`config.mk`:
```
export PLATFORM = sky130hd
export DESIGN_NAME = disp_decoder_flat
export DESIGN_NICKNAME = d
export VERILOG_FILES = /design/src/rtl/disp_pkg.sv /design/src/rtl/disp_decoder_if.sv /design/src/rtl/disp_seg_lut.sv /design/src/rtl/disp_decoder.sv /design/src/flat_wrapper.sv
export SDC_FILE = /design/constraint.sdc
export NUM_CORES = 1
export LEC_CHECK = 0
export ABC_AREA = 1
export CAP_MARGIN = 20
export CORE_ASPECT_RATIO = 2
export CORE_MARGIN = 3
export CORE_UTILIZATION = 50
export DETAILED_ROUTE_END_ITERATION = 8
export GPL_ROUTABILITY_DRIVEN = 0
export HOLD_SLACK_MARGIN = 0.15
export PLACE_DENSITY_LB_ADDON = 0.1
export SLEW_MARGIN = 20
export SYNTH_ARGS = -nofsm -noshare
export SYNTH_HDL_FRONTEND = slang
export SYNTH_SLANG_ARGS = --single-unit
```
`constraint.sdc`:
```
create_clock -name clock -period 3.1 [get_ports clock]
set_input_delay 0.465 -clock clock [delete_from_list [all_inputs] [get_ports clock]]
set_output_delay 0.465 -clock clock [all_outputs]
set_load 0.02 [all_outputs]
```
`src/rtl/disp_pkg.sv`:
```
`default_nettype none
// +--------------------------------------------------------------------------+
// | disp_pkg : segment codes and widths for the 7-segment display path       |
// | Rev 1.0                                                                  |
// +--------------------------------------------------------------------------+
package disp_pkg;

    localparam int SEG_W = 7;
    localparam int BCD_W = 4;

    // Segment codes, bit 6 down to bit 0; DIGI_X is the all-off (blank) code
    localparam logic [SEG_W-1:0] DIGI_0 = 7'b0111111;
    localparam logic [SEG_W-1:0] DIGI_1 = 7'b0011000;
    localparam logic [SEG_W-1:0] DIGI_2 = 7'b1110110;
    localparam logic [SEG_W-1:0] DIGI_3 = 7'b1111100;
    localparam logic [SEG_W-1:0] DIGI_4 = 7'b1011001;
    localparam logic [SEG_W-1:0] DIGI_5 = 7'b1101101;
    localparam logic [SEG_W-1:0] DIGI_6 = 7'b1101111;
    localparam logic [SEG_W-1:0] DIGI_7 = 7'b0111000;
    localparam logic [SEG_W-1:0] DIGI_8 = 7'b1111111;
    localparam logic [SEG_W-1:0] DIGI_9 = 7'b1111101;
    localparam logic [SEG_W-1:0] DIGI_X = 7'b0000000;

    typedef enum logic [0:0] {
        S_TRACK  = 1'b0,
        S_ACCEPT = 1'b1
    } dec_state_t;

endpackage
`default_nettype wire

```
`src/rtl/disp_decoder_if.sv`:
```
`default_nettype none
// +--------------------------------------------------------------------------+
// | disp_decoder_if : segment bus in, decoded digit and status out           |
// | Optional member err_count exists with DISP_DECODER_ERRCNT_EN. Rev 1.0    |
// +--------------------------------------------------------------------------+
interface disp_decoder_if;
    import disp_pkg::*;

    logic [SEG_W-1:0] digi;
    logic [BCD_W-1:0] bcd;
    logic             blank;
    logic             err;
    logic             bcd_valid;
`ifdef DISP_DECODER_ERRCNT_EN
    logic [7:0]       err_count;
`endif

`ifdef DISP_DECODER_ERRCNT_EN
    modport master (output digi, input bcd, input blank, input err, input bcd_valid, input err_count);
    modport slave  (input digi, output bcd, output blank, output err, output bcd_valid, output err_count);
`else
    modport master (output digi, input bcd, input blank, input err, input bcd_valid);
    modport slave  (input digi, output bcd, output blank, output err, output bcd_valid);
`endif

endinterface
`default_nettype wire

```
`src/rtl/disp_seg_lut.sv`:
```
`default_nettype none
// +--------------------------------------------------------------------------+
// | disp_seg_lut : combinational 7-segment pattern to BCD classifier         |
// | Rev 1.0                                                                  |
// +--------------------------------------------------------------------------+
module disp_seg_lut
    import disp_pkg::*;
(
    input  wire logic [SEG_W-1:0] i_seg,
    output logic      [BCD_W-1:0] o_bcd,
    output logic                  o_is_blank,
    output logic                  o_is_err
);

    always_comb begin
        o_bcd      = '0;
        o_is_blank = 1'b0;
        o_is_err   = 1'b0;
        case (i_seg)
            DIGI_0:  o_bcd = 4'd0;
            DIGI_1:  o_bcd = 4'd1;
            DIGI_2:  o_bcd = 4'd2;
            DIGI_3:  o_bcd = 4'd3;
            DIGI_4:  o_bcd = 4'd4;
            DIGI_5:  o_bcd = 4'd5;
            DIGI_6:  o_bcd = 4'd6;
            DIGI_7:  o_bcd = 4'd7;
            DIGI_8:  o_bcd = 4'd8;
            DIGI_9:  o_bcd = 4'd9;
            DIGI_X:  o_is_blank = 1'b1;
            default: o_is_err = 1'b1;
        endcase
    end

endmodule
`default_nettype wire

```
`src/rtl/disp_decoder.sv`:
```
`default_nettype none
// +--------------------------------------------------------------------------+
// | disp_decoder : recovers the BCD digit from a debounced 7-segment bus     |
// | Optional error counter: DISP_DECODER_ERRCNT_EN. Rev 1.0                  |
// +--------------------------------------------------------------------------+
module disp_decoder
    import disp_pkg::*;
#(
    parameter int STABLE_CYCLES = 4
)
(
    input  wire logic     clock,
    input  wire logic     rst_n,
    disp_decoder_if.slave bus
);

    localparam logic [7:0] c_STABLE = 8'(STABLE_CYCLES);

    dec_state_t       r_state;
    dec_state_t       w_state_next;
    logic [SEG_W-1:0] r_samp;
    logic [SEG_W-1:0] r_last;
    logic [7:0]       r_cnt;
    logic [7:0]       w_cnt_next;
    logic             w_accept;

    logic [BCD_W-1:0] r_bcd;
    logic             r_blank;
    logic             r_err;
    logic             r_bcd_valid;

    logic [BCD_W-1:0] w_lut_bcd;
    logic             w_lut_blank;
    logic             w_lut_err;

    disp_seg_lut u_lut (
        .i_seg      (r_samp),
        .o_bcd      (w_lut_bcd),
        .o_is_blank (w_lut_blank),
        .o_is_err   (w_lut_err)
    );

    always_ff @(posedge clock or negedge rst_n) begin
        if (!rst_n) begin
            r_state <= S_TRACK;
            r_samp  <= '0;
            r_cnt   <= '0;
        end else begin
            r_state <= w_state_next;
            r_samp  <= bus.digi;
            r_cnt   <= w_cnt_next;
        end
    end

    // The entry test looks at next-cycle sample/count so that the decode lands
    // exactly STABLE_CYCLES edges after the first capture. ACCEPT always
    // returns to TRACK, keeping bcd_valid pulses apart.
    always_comb begin
        w_cnt_next   = r_cnt;
        w_state_next = r_state;
        w_accept     = 1'b0;
        if (bus.digi != r_samp) begin
            w_cnt_next = 8'd1;
        end else if (r_cnt < c_STABLE) begin
            w_cnt_next = r_cnt + 8'd1;
        end
        case (r_state)
            S_TRACK: begin
                if ((w_cnt_next == c_STABLE) && (bus.digi != r_last)) begin
                    w_state_next = S_ACCEPT;
                end
            end
            S_ACCEPT: begin
                w_accept     = 1'b1;
                w_state_next = S_TRACK;
            end
            default: w_state_next = S_TRACK;
        endcase
    end

    always_ff @(posedge clock or negedge rst_n) begin
        if (!rst_n) begin
            r_last      <= '0;
            r_bcd       <= '0;
            r_blank     <= 1'b1;
            r_err       <= 1'b0;
            r_bcd_valid <= 1'b0;
        end else begin
            r_bcd_valid <= w_accept;
            if (w_accept) begin
                r_last  <= r_samp;
                r_blank <= w_lut_blank;
                r_err   <= w_lut_err;
                if (!w_lut_blank && !w_lut_err) begin
                    r_bcd <= w_lut_bcd;
                end
            end
        end
    end

    assign bus.bcd       = r_bcd;
    assign bus.blank     = r_blank;
    assign bus.err       = r_err;
    assign bus.bcd_valid = r_bcd_valid;

`ifdef DISP_DECODER_ERRCNT_EN
    logic [7:0] r_err_count;

    always_ff @(posedge clock or negedge rst_n) begin
        if (!rst_n) begin
            r_err_count <= '0;
        end else if (w_accept && w_lut_err && (r_err_count != 8'hFF)) begin
            r_err_count <= r_err_count + 8'd1;
        end
    end

    assign bus.err_count = r_err_count;
`endif

endmodule
`default_nettype wire

```
`src/flat_wrapper.sv`:
```
// flat-port wrapper written by rule: the top's interface ports become plain ports
module disp_decoder_flat import disp_pkg::*;
#(
    parameter int STABLE_CYCLES = 4
)
  (clock, rst_n, bus_digi, bus_bcd, bus_blank, bus_err, bus_bcd_valid);
  disp_decoder_if bus_i ();
  input  wire logic clock;
  input  wire logic rst_n;
  input wire logic [$bits(bus_i.digi)-1:0] bus_digi;
  output wire logic [$bits(bus_i.bcd)-1:0] bus_bcd;
  output wire logic [$bits(bus_i.blank)-1:0] bus_blank;
  output wire logic [$bits(bus_i.err)-1:0] bus_err;
  output wire logic [$bits(bus_i.bcd_valid)-1:0] bus_bcd_valid;
  assign bus_i.digi = bus_digi;
  assign bus_bcd = bus_i.bcd;
  assign bus_blank = bus_i.blank;
  assign bus_err = bus_i.err;
  assign bus_bcd_valid = bus_i.bcd_valid;
  disp_decoder #(.STABLE_CYCLES(STABLE_CYCLES)) u_core (.clock(clock), .rst_n(rst_n), .bus(bus_i));
endmodule
```
Word level (Yosys, flattened, before mapping):

Index checks and enable logic that the tools add are counted.

* bits in registers: 30
* output and inout bits: 7
* logic and storage cells: 38

* $add $sub $neg: 1
* order comparisons: 1
* eq/ne operators: 13
* multiplexer cells: 8
* bitwise gates (word level): 1
* reduce and logical (&&, ||, !) cells: 6

Operators with widths (count)
* 7-bit == test, second input constant: 7
* 4-bit case mux with 9 select lines: 1
* 8-bit two-way mux: 2
* 7-bit by 6-bit == test with 1-bit output, second input constant: 2
* 7-bit != test: 2
* 11-bit OR reduction: 1
* 8-bit by 1-bit adder with 8-bit output, second input constant: 1
* 8-bit by 3-bit == test with 1-bit output, second input constant: 1
* 8-bit by 3-bit < comparator with 1-bit output, second input constant: 1
* 7-bit by 5-bit == test with 1-bit output, second input constant: 1
* 7-bit logical NOT: 1
* 1-bit two-way mux: 4
* 1-bit logical AND: 2
* 1-bit case mux with 2 select lines: 1
* 2-bit AND reduction: 1
* 1-bit logical NOT: 1
* 1-bit inverter: 1

Logic depth before layout (Yosys ltp):

* depth after elaboration: 7
* mapped depth: 11

By module:

Synthesis repeated with hierarchy kept, for this count alone.

* cell total of the unflattened synthesis: 214
* area total of the unflattened synthesis: 1582.8 sq um

Modules (own cells, without submodules)
* disp_decoder: instances 1, cells an instance 150, area each 1328.8 sq um, seq. area each 752.0 sq um
* disp_seg_lut: instances 1, cells an instance 64, area each 254.0 sq um, seq. area each 0.0 sq um

Least setup slack after synthesis:

Ideal clock, no wire load.

* path type: register to register
* start point: register u_core.r_samp[0]
* end point: register u_core.r_bcd[0], in the netlist u_core.bus.bcd[0]
* setup time: 117 ps
* arrival: 1123 ps
* required time: 2983 ps
* setup slack: 1860 ps
* cell stages (with the launch flop): 11
* buffers on the path: 0
* cell sequence: dfrtp_1 -> inv_2 -> nand2_2 -> nor2_1 -> nand2_1 -> nand2_2 -> nor2_4 -> nand3_4 -> nand2_2 -> nand2_1 -> nand2_1

* word-level cells in the longest chain between the ends: 5

Ends and longest elaborated chain
* from (decl): RTL line disp_decoder.sv:21 `logic [SEG_W-1:0] r_samp;`
* from (signal assigned): RTL line disp_decoder.sv:50 `r_samp <= bus.digi;`
* parallel branches: the longest is 5 deep, another holds 11-bit OR reduction
* to (signal assigned): RTL line disp_decoder.sv:95 `r_bcd <= w_lut_bcd;`
* to (decl): RTL line disp_decoder.sv:27 `logic [BCD_W-1:0] r_bcd;`

Several ways; the timed one is not identified.
A chain may end at the register's enable or synchronous reset.

Worst setup path in the final report:

* start point: register u_core.r_blank, in the netlist u_core.bus.blank
* end point: output bus_blank

RTL lines
* from (decl): RTL line disp_decoder.sv:28 `logic r_blank;`
* from (signal assigned): RTL line disp_decoder.sv:92 `r_blank <= w_lut_blank;`
* to (decl): RTL line flat_wrapper.sv:12 `output wire logic [$bits(bus_i.blank)-1:0] bus_blank;`

No word-level cell between the ends.

==> impl_results.md <==
- Status: finished, final reports clean
- Setup_tns: 0 ns
- Worst path required time: between 2 and 3 ns
- Reg area: approximately 750 um^2
- CTS hold repair buffers: 0
- Reg2reg setup slack: 1.50 ns
- Layout Nets: approximately 250
- Final wirelength: 3.31 mm
- Worst Path Buf+Inv: 1
- Skew-Pair Late Insertion Delay: roughly 0.28 ns
- Global route overflow: 0
- Post-CTS setup buffers: 0
- DR iter-0 viols: 30
- Placement Cell Area: around 1800 um^2
- Post-CTS Resized: 0
- Vias in the first global route: ~1,400
- CORE AREA: 3010 um^2
- Final setup fails: 0
- Top-level port count: 16
- RSZ-0062 raised after global routing: no
- Hold/Removal Path Class: flop to flop
- H-tree levels: 2
- Sink Count: 30
- Switch share: about a quarter
- GRT Total Usage: around a fifth
- Vias: 1,385
- Slew margin rel.: 69.1%
- Register area share after synthesis: a little under half
- GR Util met2: 34.9%
- Mapped Cells: 221
- Layout Area Growth over Synthesis: 16.8%
- Max VDD drop: 349 uV
- Final period utilization: 60.3%
- Int Pwr: 601 uW
- Critical Path Stages: 1
- Die area: roughly 4000 um^2
- First-pass GRT wire length: between 5 and 6 mm
- CTS tree: done
- Fin crit period: about 1.9 ns
- Worst-Margin Slew: 0.464 ns
- Largest net degree at the start of global routing: 31
- Syn Nets: 231
- CP max stage delay: 0.60 ns
- PD cells: 424 nW/um^2
- Antenna-violating nets left: 0
- Yosys cell types: 24
- Met3 usage: 4.57%
- Top delay family on crit path: buffers and inverters
- Die Y: 86.4 um
- Width of the die: 46.2 um
- Reg2Reg Capture Point: u_core.bus.bcd[0]
- Crit path to: bus_blank
- Worst hold margin: 0.476 ns
- Fin util: 62.6%
- Syn Std Cell Area: between 1500 and 2000 um^2
- Multi-input logic area: ~720 um^2
- Crit start category: flop
- CTS Buf Count: 5
- Crit path from: u_core.bus.blank
- R2r worst-path depth: 5
- Initial core utilization: a little over half
- Top Usage Layer GRT: met2
- Clk root buf: clkbuf_8
- Ant diodes: 0
- Seq pwr share: 51.0%
- IO Port Bufs: 15
- Max Cap Viol: 0
- Leak Pwr: 0.975 nW
- Critical Path AT: 1.40 ns
- Cell Chain, Critical Path: clkdlybuf4s50_1
- Cell Rows: 28
- Clk pwr share: 40.7%
- Comb pwr share: 8.3%
- Kind of critical path: flop to output pin
- Initial antenna violation count: 0
- Switching pwr: 198 uW
- Avg WL per Cell: ~12 um
- DR vias/cell: between 5 and 6
- Fin. Hold Viols: 0
- GR Util met1: 18.1%
- Drt first pass iters: 5
- Final instance area: 1890 um^2
- Worst reg2reg startpoint: u_core.r_state
- Max Buffers Root-to-Sink: 2
- HPWL Detailed: 2.65 mm
- Reg clk slew, reported paths: 0.06 ns
- Warnings from Yosys: 0
- Clk_skew: 0.00689 ns
- CP max-delay cell: clkdlybuf4s50_1
- Count of pins over their slew limit: 0
- Crit. End Element: output pin
- Proportion of layout cells with a drive suffix above 1: 13.2%
- Synth Register Bits: 30
- Post-route DRC: 0
- Max Freq: 0.535 GHz
- Fillcell total: 277
- CP max FO: 2
- Post-synthesis average cell area: roughly 7.3 um^2
-- state kept, by name (all words and copies together), names as in the netlist --
signal and flops:
u_core.r_cnt 8, u_core.bus.blank 1, u_core.bus.bcd_valid 1, u_core.r_last 7
u_core.bus.bcd 4, u_core.r_state 1, u_core.r_samp 7, u_core.bus.err 1
-- layout make-up --
class | count | share of cell area [%]
Multi-Input combinational cell | 154 | 38.0
Clock inverter | 2 | 0.664
Tap cell | 30 | 1.99
Sequential cell | 30 | 39.9
Inverter | 34 | 6.77
Timing Repair Buffer | 16 | 8.36
Clock buffer | 6 | 4.38
-- worst min-delay path by stage --
stage | start | end | slack, ns | cells past startpoint
finish | u_core.bus.bcd[3] | u_core.bus.bcd[3] | 0.48 | 2
global route | u_core.bus.bcd[2] | u_core.bus.bcd[2] | 0.51 | 2
CTS | u_core.bus.bcd[2] | u_core.bus.bcd[2] | 0.48 | 2
detailed placement | u_core.bus.bcd[3] | u_core.bus.bcd[3] | 0.47 | 2
global placement | u_core.bus.bcd[0] | u_core.bus.bcd[0] | 0.46 | 2
floorplan | rst_n | u_core.bus.bcd[0] | 0.17 | 0
-- worst min-delay path: stages (launching register included) --
cell and delay (ns):
dfrtp_1 0.34, nand2_1 0.05, nand2_1 0.05
-- stage by stage --
stage | power [mW] | worst slack, ns | cells
final | 0.799 | 1.23 | 272
after global routing | 0.835 | 1.19 | 272
after CTS | 0.809 | 1.22 | 272
after detailed placement | 0.482 | 1.21 | 264
after global placement | 0.480 | 1.26 | 264
after floorplan | 0.451 | 1.86 | 221
-- cells by family after synthesis --
logic type / synth area share, %
compound gates: 4.88
xor+xnor: 1.09
fa+ha+maj: 0.775
buf+inv: 9.07
flops: 46.6
simple gates: 37.6
-- layout by cell type (no fill, tap or decap), drive strengths merged --
cell type	Yosys	final
o21a	2	2
ha	1	1
clkbuf	1	6
nor2	35	35
nand3	14	14
clkdlybuf4s50	0	15
o21ai	9	9
nand2	82	82
buf	2	1
clkinv	0	1
inv	34	34
a21oi	3	3
dfstp	1	1
dfrtp	29	29
nor3	4	4
nand4	2	2
clkinvlp	0	1
xnor2	2	2
-- Yosys cell counts, drive strengths merged --
cell type  instances  area, um^2
inv               34         128
nand2             82         320
dfstp              1        26.3
o21a               2        15.0
clkbuf             1        3.75
a21oi              3        18.8
nor3               4        30.0
o21ai              9        45.0
dfrtp             29         726
buf                2        15.0
nand4              2        12.5
nand3             14        92.6
ha                 1        12.5
nor2              35         151
xnor2              2        17.5
-- power by group through the flow --
stage                     Combinational [mW]  Clock, mW  Sequential [mW]
after floorplan                       0.0407          0            0.410
after global placement                0.0656          0            0.414
after detailed placement              0.0671          0            0.415
after CTS                             0.0673      0.334            0.408
after global routing                  0.0759      0.350            0.409
final                                 0.0661      0.325            0.408
-- layer usage --
layer	share of wire, %	routed length, um	vias up
met5	0	0	-
met4	4.2	138	0
met3	4.4	147	11
met2	57	1900	39
met1	34	1130	629
li1	-	-	706
Note: power is estimated with default switching activity, not from simulation.
